===== src/rtl/result_aggregator_pkg.sv =====
// Shared datapath types for the PIM result path: element width, chunk geometry
// and the unpacked chunk type exchanged between the aggregator and its adder.
package result_aggregator_pkg;

  localparam int WIDTH       = 16;
  localparam int CHUNK_SIZE  = 2;
  localparam int CHUNK_ELEMS = CHUNK_SIZE ** 2;

  typedef logic [WIDTH-1:0] chunk_t [CHUNK_ELEMS];

  // Unsigned modulo-2^WIDTH element add; the carry out is intentionally dropped.
  function automatic logic [WIDTH-1:0] add_mod(input logic [WIDTH-1:0] a,
                                               input logic [WIDTH-1:0] b);
    return a + b;
  endfunction

endpackage


===== src/rtl/result_aggregator_adder.sv =====
// Combinational element-wise chunk adder; load selects the addend alone so the
// first chunk of a tile never reads the stale accumulator.
module chunk_adder
  import result_aggregator_pkg::*;
(
  input  logic   load,
  input  chunk_t acc,
  input  chunk_t addend,
  output chunk_t sum
);

  // Per-element load-or-accumulate.
  always_comb begin
    for (int e = 0; e < CHUNK_ELEMS; e++) begin
      if (load) begin
        sum[e] = addend[e];
      end else begin
        sum[e] = add_mod(acc[e], addend[e]);
      end
    end
  end

endmodule


===== src/rtl/result_aggregator.sv =====
// Sums NUM_K_CHUNKS consecutive partial-product chunks into one output tile and
// hands it to writeback over valid/ready; accumulator and output are double-buffered.
module result_aggregator
  import result_aggregator_pkg::*;
#(
  parameter  int NUM_K_CHUNKS = 4,
  parameter  int NUM_TILES    = 16,
  localparam int K_W          = (NUM_K_CHUNKS > 1) ? $clog2(NUM_K_CHUNKS) : 1,
  localparam int IDX_W        = (NUM_TILES > 1) ? $clog2(NUM_TILES) : 1
) (
  input  logic                         clk,
  input  logic                         rst,
  input  logic                         in_valid,
  output logic                         in_ready,
  input  logic [WIDTH*CHUNK_ELEMS-1:0] in_tile,
  input  logic                         flush,
  output logic                         out_valid,
  input  logic                         out_ready,
  output logic [WIDTH*CHUNK_ELEMS-1:0] out_tile,
  output logic [IDX_W-1:0]             out_tile_idx
);

  localparam logic [K_W-1:0]   K_LAST    = K_W'(NUM_K_CHUNKS - 1);
  localparam logic [IDX_W-1:0] TILE_LAST = IDX_W'(NUM_TILES - 1);

  chunk_t                         in_chunk_s;
  chunk_t                         acc_r;
  chunk_t                         sum_s;
  logic [K_W-1:0]                 k_cnt_r;
  logic [IDX_W-1:0]               tile_cnt_r;
  logic [IDX_W-1:0]               out_idx_r;
  logic                           out_valid_r;
  logic [WIDTH*CHUNK_ELEMS-1:0]   out_tile_r;
  logic                           last_k_s;
  logic                           in_ready_s;
  logic                           accept_s;
  logic                           complete_s;
  logic                           pop_s;

  // Unflatten the row-major input bus into chunk elements.
  always_comb begin
    for (int e = 0; e < CHUNK_ELEMS; e++) begin
      in_chunk_s[e] = in_tile[e*WIDTH +: WIDTH];
    end
  end

  chunk_adder u_adder (
    .load   (k_cnt_r == {K_W{1'b0}}),
    .acc    (acc_r),
    .addend (in_chunk_s),
    .sum    (sum_s)
  );

  // Handshake qualifiers; only a completing beat can be held off by a full output buffer.
  always_comb begin
    last_k_s   = (k_cnt_r == K_LAST);
    in_ready_s = !(last_k_s && out_valid_r && !out_ready);
    accept_s   = in_valid && in_ready_s && !flush;
    complete_s = accept_s && last_k_s;
    pop_s      = out_valid_r && out_ready;
  end

  // k-chunk and tile sequence counters; flush restarts the tile but keeps its number.
  always_ff @(posedge clk or negedge rst) begin
    if (!rst) begin
      k_cnt_r    <= {K_W{1'b0}};
      tile_cnt_r <= {IDX_W{1'b0}};
    end else if (flush) begin
      k_cnt_r    <= {K_W{1'b0}};
    end else if (accept_s) begin
      if (last_k_s) begin
        k_cnt_r <= {K_W{1'b0}};
        if (tile_cnt_r == TILE_LAST) begin
          tile_cnt_r <= {IDX_W{1'b0}};
        end else begin
          tile_cnt_r <= tile_cnt_r + {{(IDX_W-1){1'b0}}, 1'b1};
        end
      end else begin
        k_cnt_r <= k_cnt_r + {{(K_W-1){1'b0}}, 1'b1};
      end
    end
  end

  // Running accumulator for the tile in flight.
  always_ff @(posedge clk or negedge rst) begin
    if (!rst) begin
      for (int e = 0; e < CHUNK_ELEMS; e++) acc_r[e] <= {WIDTH{1'b0}};
    end else if (flush) begin
      for (int e = 0; e < CHUNK_ELEMS; e++) acc_r[e] <= {WIDTH{1'b0}};
    end else if (accept_s) begin
      acc_r <= sum_s;
    end
  end

  // Output buffer: a completing beat overwrites it even while it is being popped.
  always_ff @(posedge clk or negedge rst) begin
    if (!rst) begin
      out_valid_r <= 1'b0;
      out_idx_r   <= {IDX_W{1'b0}};
      out_tile_r  <= {(WIDTH*CHUNK_ELEMS){1'b0}};
    end else if (complete_s) begin
      out_valid_r <= 1'b1;
      out_idx_r   <= tile_cnt_r;
      for (int e = 0; e < CHUNK_ELEMS; e++) out_tile_r[e*WIDTH +: WIDTH] <= sum_s[e];
    end else if (pop_s) begin
      out_valid_r <= 1'b0;
    end
  end

  assign in_ready     = in_ready_s;
  assign out_valid    = out_valid_r;
  assign out_tile     = out_tile_r;
  assign out_tile_idx = out_idx_r;

endmodule


===== config.mk =====
export PLATFORM = sky130hd
export DESIGN_NAME = result_aggregator
export DESIGN_NICKNAME = d
export VERILOG_FILES = /design/src/rtl/result_aggregator_pkg.sv /design/src/rtl/result_aggregator_adder.sv /design/src/rtl/result_aggregator.sv
export SDC_FILE = /design/constraint.sdc
export NUM_CORES = 1
export LEC_CHECK = 0
export ABC_AREA = 1
export ABC_CLOCK_PERIOD_IN_PS = 2100
export CORE_MARGIN = 2
export CORE_UTILIZATION = 45
export DETAILED_ROUTE_END_ITERATION = 6
export PLACE_DENSITY = 0.68
export SLEW_MARGIN = 20
export SYNTH_ARGS = -nofsm -noshare
export SYNTH_HDL_FRONTEND = slang
export SYNTH_SLANG_ARGS = --single-unit

===== constraint.sdc =====
create_clock -name clk -period 2.1 [get_ports clk]
set_clock_uncertainty 0.1 [all_clocks]
set_input_delay 0.525 -clock clk [delete_from_list [all_inputs] [get_ports clk]]
set_output_delay 0.525 -clock clk [all_outputs]
set_load 0.03 [all_outputs]

After elaboration in Yosys (flattened, before gate mapping)
Index checks and enable logic that the tools add are counted.

Register bits after elaboration: 139. Input bits: 69. Output and inout port bits: 70. Logic and storage cells: 43.

Add/subtract/negate cells: 6. Eq/ne operators: 2. Mux-type cells: 12. Bitwise gates (word level): 1. Reductions and logical operators: 13.

Operator list (count): 64-bit two-way mux (2); 16-bit adder (4); 16-bit two-way mux (4); 1-bit logical AND (6); 2-bit two-way mux (3); 4-bit by 1-bit adder with 4-bit output (second input constant) (1); 4-bit equality test (second input constant) (1); 4-bit two-way mux (1); 2-bit nonzero test (2); 1-bit logical NOT (3); 3-bit AND reduction (1); 2-bit by 1-bit adder with 2-bit output (second input constant) (1); 2-bit equality test (second input constant) (1); 2-bit logical NOT (1); 1-bit two-way mux (2); 1-bit inverter (1).

Longest topological paths before layout
Depth after elaboration: 8. Mapped depth: 12. Depth with buffers taken out: 12.

By module
Synthesis repeated with hierarchy kept, for this count alone.

Cell total of the unflattened synthesis: 1512. Area, all modules: 9789.4 sq um.

Modules (own cells, without submodules): result_aggregator (instances 1, cells each 607, area each 5434.0 sq um, seq. area each 3478.3 sq um); chunk_adder (instances 1, cells each 905, area each 4355.4 sq um, seq. area each 0.0 sq um).

Least setup slack after synthesis
No wires, ideal clock.

Kind: input -> register. Start: input in_tile[32]. End: register acc_r[22] in the netlist's numbering. Setup time: 117 ps. Arrival time: 1865 ps. Required time: 1883 ps. Setup slack: 18 ps. Stages: 11. Buffers on the path: 0. Cell sequence: ha_1 -> fa_1 -> nand2_1 -> nand2_1 -> nand3_1 -> nand2_1 -> or2_2 -> nand3_1 -> nand2_1 -> nand2_1 -> nand2_1.

Longest elaborated chain between the ends: 4.

Ends and longest elaborated chain: from (decl) (RTL line result_aggregator.sv:15) `input logic [WIDTH*CHUNK_ELEMS-1:0] in_tile,`; 16-bit adder (RTL line result_aggregator_pkg.sv:14) `return a + b;`; 16-bit two-way mux (RTL line result_aggregator_adder.sv:15) `if (load) begin`; 64-bit two-way mux (RTL line result_aggregator.sv:90) `end else if (accept_s) begin`; 64-bit two-way mux (RTL line result_aggregator.sv:88) `end else if (flush) begin`; to (signal assigned) (RTL line result_aggregator.sv:91) `acc_r <= sum_s;`; to (decl) (RTL line result_aggregator.sv:27) `chunk_t acc_r;`.

No other way between the ends. The select of a mux whose other input is x is not followed. A chain may end at the register's enable or synchronous reset.

Final worst setup path
Start: register out_tile_r[0], in the netlist out_tile[0]. End: output out_tile[0].

RTL lines: from (decl) (RTL line result_aggregator.sv:33) `logic [WIDTH*CHUNK_ELEMS-1:0] out_tile_r;`; from (signal assigned) (RTL line result_aggregator.sv:100) `out_tile_r <= {(WIDTH*CHUNK_ELEMS){1'b0}};`; to (decl) (RTL line result_aggregator.sv:19) `output logic [WIDTH*CHUNK_ELEMS-1:0] out_tile,`.

No word-level cell between the ends.

==> impl_metrics.env <==
export IMPL_routabilityCongestion=0.851
export IMPL_timing_critical_path_to_type="primary output"
export IMPL_place_detailed_instances=1906
export IMPL_crit_buf_inv=1
export IMPL_routed_via_count=9828
export IMPL_grt_first_pass_wirelength_mm=44.2
export IMPL_pin_count_of_the_biggest_net_entering_global_routing=51
export IMPL_num_io_pins=139
export IMPL_tritoncts="built"
export IMPL_buffer_ports_inserted=138
export IMPL_crit_arrival_ns=1.44
export IMPL_maxClockFrequency_mhz=484
export IMPL_clock_insertion_delay_worst_skew_ns=0.43
export IMPL_fp_coreArea_um2=21200
export IMPL_critical_path_source="out_tile[0]$_DFFE_PN0P_"
export IMPL_fp_dieH_um=151
export IMPL_rrSetupSlack_ns=0.07
export IMPL_synth_async_reset_ratio=1.00
export IMPL_die_width_um=151
export IMPL_die_area_um2=22800
export IMPL_intPower_mw=6.38
export IMPL_finalPower_mw=10.2
export IMPL_final_cell_count_no_fill=1950
export IMPL_timing_reg2reg_worst_path_depth=11
export IMPL_nets=1794
export IMPL_run_status="complete, no violations"
export IMPL_tightestPinTransition_ns=0.510
export IMPL_category_of_cells_accounting_for_the_largest_share_of_critical_path_delay="buffers and inverters"
export IMPL_post_synth_main_area_contributors="sky130_fd_sc_hd__dfrtp_1, sky130_fd_sc_hd__nand2_1, sky130_fd_sc_hd__ha_1"
export IMPL_finalHoldViolations=0
export IMPL_area_growth_synth_to_final_pct=38.6
export IMPL_cts_path_max_buffers=2
export IMPL_clock_root_buffer_master="sky130_fd_sc_hd__clkbuf_16"
export IMPL_cts_clk_slew_worst_paths_ns=0.07
export IMPL_critical_path_cell_chain="clkdlybuf4s50_1"
export IMPL_comb_pwr_share=0.371
export IMPL_grt_pass1_vias=9577
export IMPL_worst_endpoint_required_ns=1.47
export IMPL_floorplan_initialDensity=0.460
export IMPL_finish_utilization=0.638
export IMPL_finalCritPeriodShare=0.984
export IMPL_number_of_antenna_violations_at_the_first_check_in_global_routing=4
export IMPL_post_synth_top_area_cell="sky130_fd_sc_hd__dfrtp_1"
export IMPL_critical_path_class="flop to primary output"
export IMPL_detailed_placement_wirelength_estimate_mm=20.0
export IMPL_remaining_drc_errors=0
export IMPL_final_layout_size_suffix_gt1_frac=0.169
export IMPL_period_minus_slack_ns=2.07
export IMPL_yosysSeqAreaShare=0.357
export IMPL_timing_slew_headroom=0.660
export IMPL_mostFrequentLayoutCells="sky130_fd_sc_hd__nand2_1, sky130_fd_sc_hd__inv_1, sky130_fd_sc_hd__dfrtp_1"
export IMPL_cp_start_kind="flop"
export IMPL_groute_usage_overall=0.245
export IMPL_htree_num_levels=4
export IMPL_share_of_power_burned_in_registers=0.330
export IMPL_final_common_cell="sky130_fd_sc_hd__nand2_1"
export IMPL_synthesis_yosys_warnings=0
export IMPL_firstDrtPassIters=7
export IMPL_rsz_0062_raised_after_global_routing="true"
export IMPL_worstHoldStart="out_ready"
export IMPL_hold_path_cell_count=2
export IMPL_core_rowCount=53
export IMPL_crit_reg2reg_launch="acc_r[0]$_DFFE_PN0P_"
export IMPL_slew_viol_final=0
export IMPL_postRouteWirelength_mm=27.7
export IMPL_synth_flop_cell="sky130_fd_sc_hd__dfrtp_1"
export IMPL_reg2reg_to="acc_r[12]$_DFFE_PN0P_"
export IMPL_worst_ir_drop_vdd_mv=0.545
export IMPL_synth_edff_count=0
export IMPL_maxcap_viol_count=0
export IMPL_netlist_instances=1436
export IMPL_finalHoldWorstSlack_ns=0.235
export IMPL_slowest_stage="sky130_fd_sc_hd__clkdlybuf4s50_1"
export IMPL_detail_route_wl_per_cell_um=14.2
export IMPL_ant_nets=0
export IMPL_ys_ff_latch=139
export IMPL_dpl_cell_area_um2=12100
export IMPL_p_clk_frac=0.299
export IMPL_synthesis_nets=1572
export IMPL_crit_path_max_fanout=2
export IMPL_numCtsBuffers=17
export IMPL_static_leakage_power_nw=7.95
export IMPL_setup_viol=0
export IMPL_hold_path_end="out_valid$_DFFE_PN0P_"
export IMPL_initialDrtViolationCount=463
export IMPL_netlist_area_pre_place_um2=9730
export IMPL_min_delay_path_class="primary input to flop"
export IMPL_overall_overflow_remaining_after_global_route=0
export IMPL_synthDistinctLibCells=35
export IMPL_avgSynthCellArea_um2=6.78
export IMPL_power_per_cell_area_nw_per_um2=753
export IMPL_clock_sinks=139
export IMPL_netSwitchingFraction=0.372
export IMPL_post_synth_top_area_fraction=0.357
export IMPL_via_per_inst=5.04
export IMPL_critical_path_max_stage_delay_ns=0.67
export IMPL_final_area_um2=13500
export IMPL_net_switching_power_mw=3.77
[cells by family (layout without fill, tap and decap cells)]
family	after synthesis	in the layout	synth area share
compound gates	103	103	0.0620
simple gates	894	894	0.381
other cells	0	4	0
flops	139	139	0.357
fa+ha+maj	67	67	0.0892
xor+xnor	5	5	0.00450
buf+inv	220	455	0.0972
mux	8	8	0.00823
[worst max-delay path by stage]
stage / end / depth (start not counted)
floorplan: acc_r[22]$_DFFE_PN0P_ / 11
global placement: acc_r[6]$_DFFE_PN0P_ / 12
detailed placement: acc_r[6]$_DFFE_PN0P_ / 12
CTS: acc_r[22]$_DFFE_PN0P_ / 12
global route: acc_r[4]$_DFFE_PN0P_ / 10
finish: out_tile[0] / 1
[power by group through the flow]
| stage | clock network, mW | registers (mW) | logic, mW |
|---|---|---|---|
| floorplan | 0 | 3.85 | 1.69 |
| global placement | 0 | 3.37 | 3.58 |
| detailed placement | 0 | 3.37 | 3.64 |
| CTS | 3.10 | 3.33 | 3.58 |
| global route | 3.21 | 3.40 | 4.18 |
| finish | 3.04 | 3.35 | 3.77 |
[repair_timing]
item,4_1_cts,5_1_grt
endpoints found under the setup margin,94,115
hold buffers,1,0
hold endpoints to repair,46,0
pin swaps,5,15
gates resized for setup,56,133
buffers inserted,1,6
[sequential cells by signal, indices dropped and copies added (netlist names)]
| register | cells |
|---|---|
| tile_cnt_r | 4 |
| out_tile_idx | 4 |
| out_valid | 1 |
| out_tile | 64 |
| k_cnt_r | 2 |
| acc_r | 64 |
[layout make-up]
cell class                      instances  area, um^2
Inverter                              178         671
Clock buffer                           19         453
Clock inverter                         13         130
Antenna cell                            4        10.0
Multi-Input combinational cell       1077        5960
Timing Repair Buffer                  245        2440
Fill cell                            1861        7670
Sequential cell                       139        3480
Tap cell                              275         344
[worst reg2reg max path, stage by stage, from the launching register on]
cell and delay, ns:
sky130_fd_sc_hd__dfrtp_1 0.41, sky130_fd_sc_hd__ha_4 0.18, sky130_fd_sc_hd__fa_2 0.38, sky130_fd_sc_hd__nand2_2 0.10, sky130_fd_sc_hd__nand2_2 0.08, sky130_fd_sc_hd__and2_4 0.16
sky130_fd_sc_hd__nand3_1 0.09, sky130_fd_sc_hd__nand3_1 0.08, sky130_fd_sc_hd__nand2_1 0.06, sky130_fd_sc_hd__nand3_1 0.11, sky130_fd_sc_hd__nand3_1 0.11, sky130_fd_sc_hd__nand2_1 0.06
[synth_stat cells (11+ instances only)]
cell                         n
sky130_fd_sc_hd__a21oi_1    30
sky130_fd_sc_hd__buf_2      16
sky130_fd_sc_hd__buf_6      11
sky130_fd_sc_hd__clkbuf_1   11
sky130_fd_sc_hd__dfrtp_1   139
sky130_fd_sc_hd__ha_1       63
sky130_fd_sc_hd__inv_1     175
sky130_fd_sc_hd__nand2_1   623
sky130_fd_sc_hd__nand3_1   147
sky130_fd_sc_hd__nand4_1    12
sky130_fd_sc_hd__nor2_1     52
sky130_fd_sc_hd__nor3_1     12
sky130_fd_sc_hd__o21ai_0    33
sky130_fd_sc_hd__o21ai_2    15
sky130_fd_sc_hd__or2_2      30
[routing by layer]
metal / global-route usage / vias up / part of all wire
met2: 0.459 / 237 / 0.52
li1: - / 4980 / -
met3: 0.0461 / 44 / 0.050
met4: 0.0743 / 0 / 0.017
met1: 0.282 / 4567 / 0.41
met5: 0 / - / 0
[through the flow]
step,setup WS (ns),TNS [ns]
final,0.0340,0
after global routing,-0.0333,-0.138
after CTS,-0.00526,-0.00731
after detailed placement,-0.647,-48.70
after global placement,-0.613,-44.62
after floorplan,0.0180,0
Note: power is estimated with default switching activity, not from simulation.
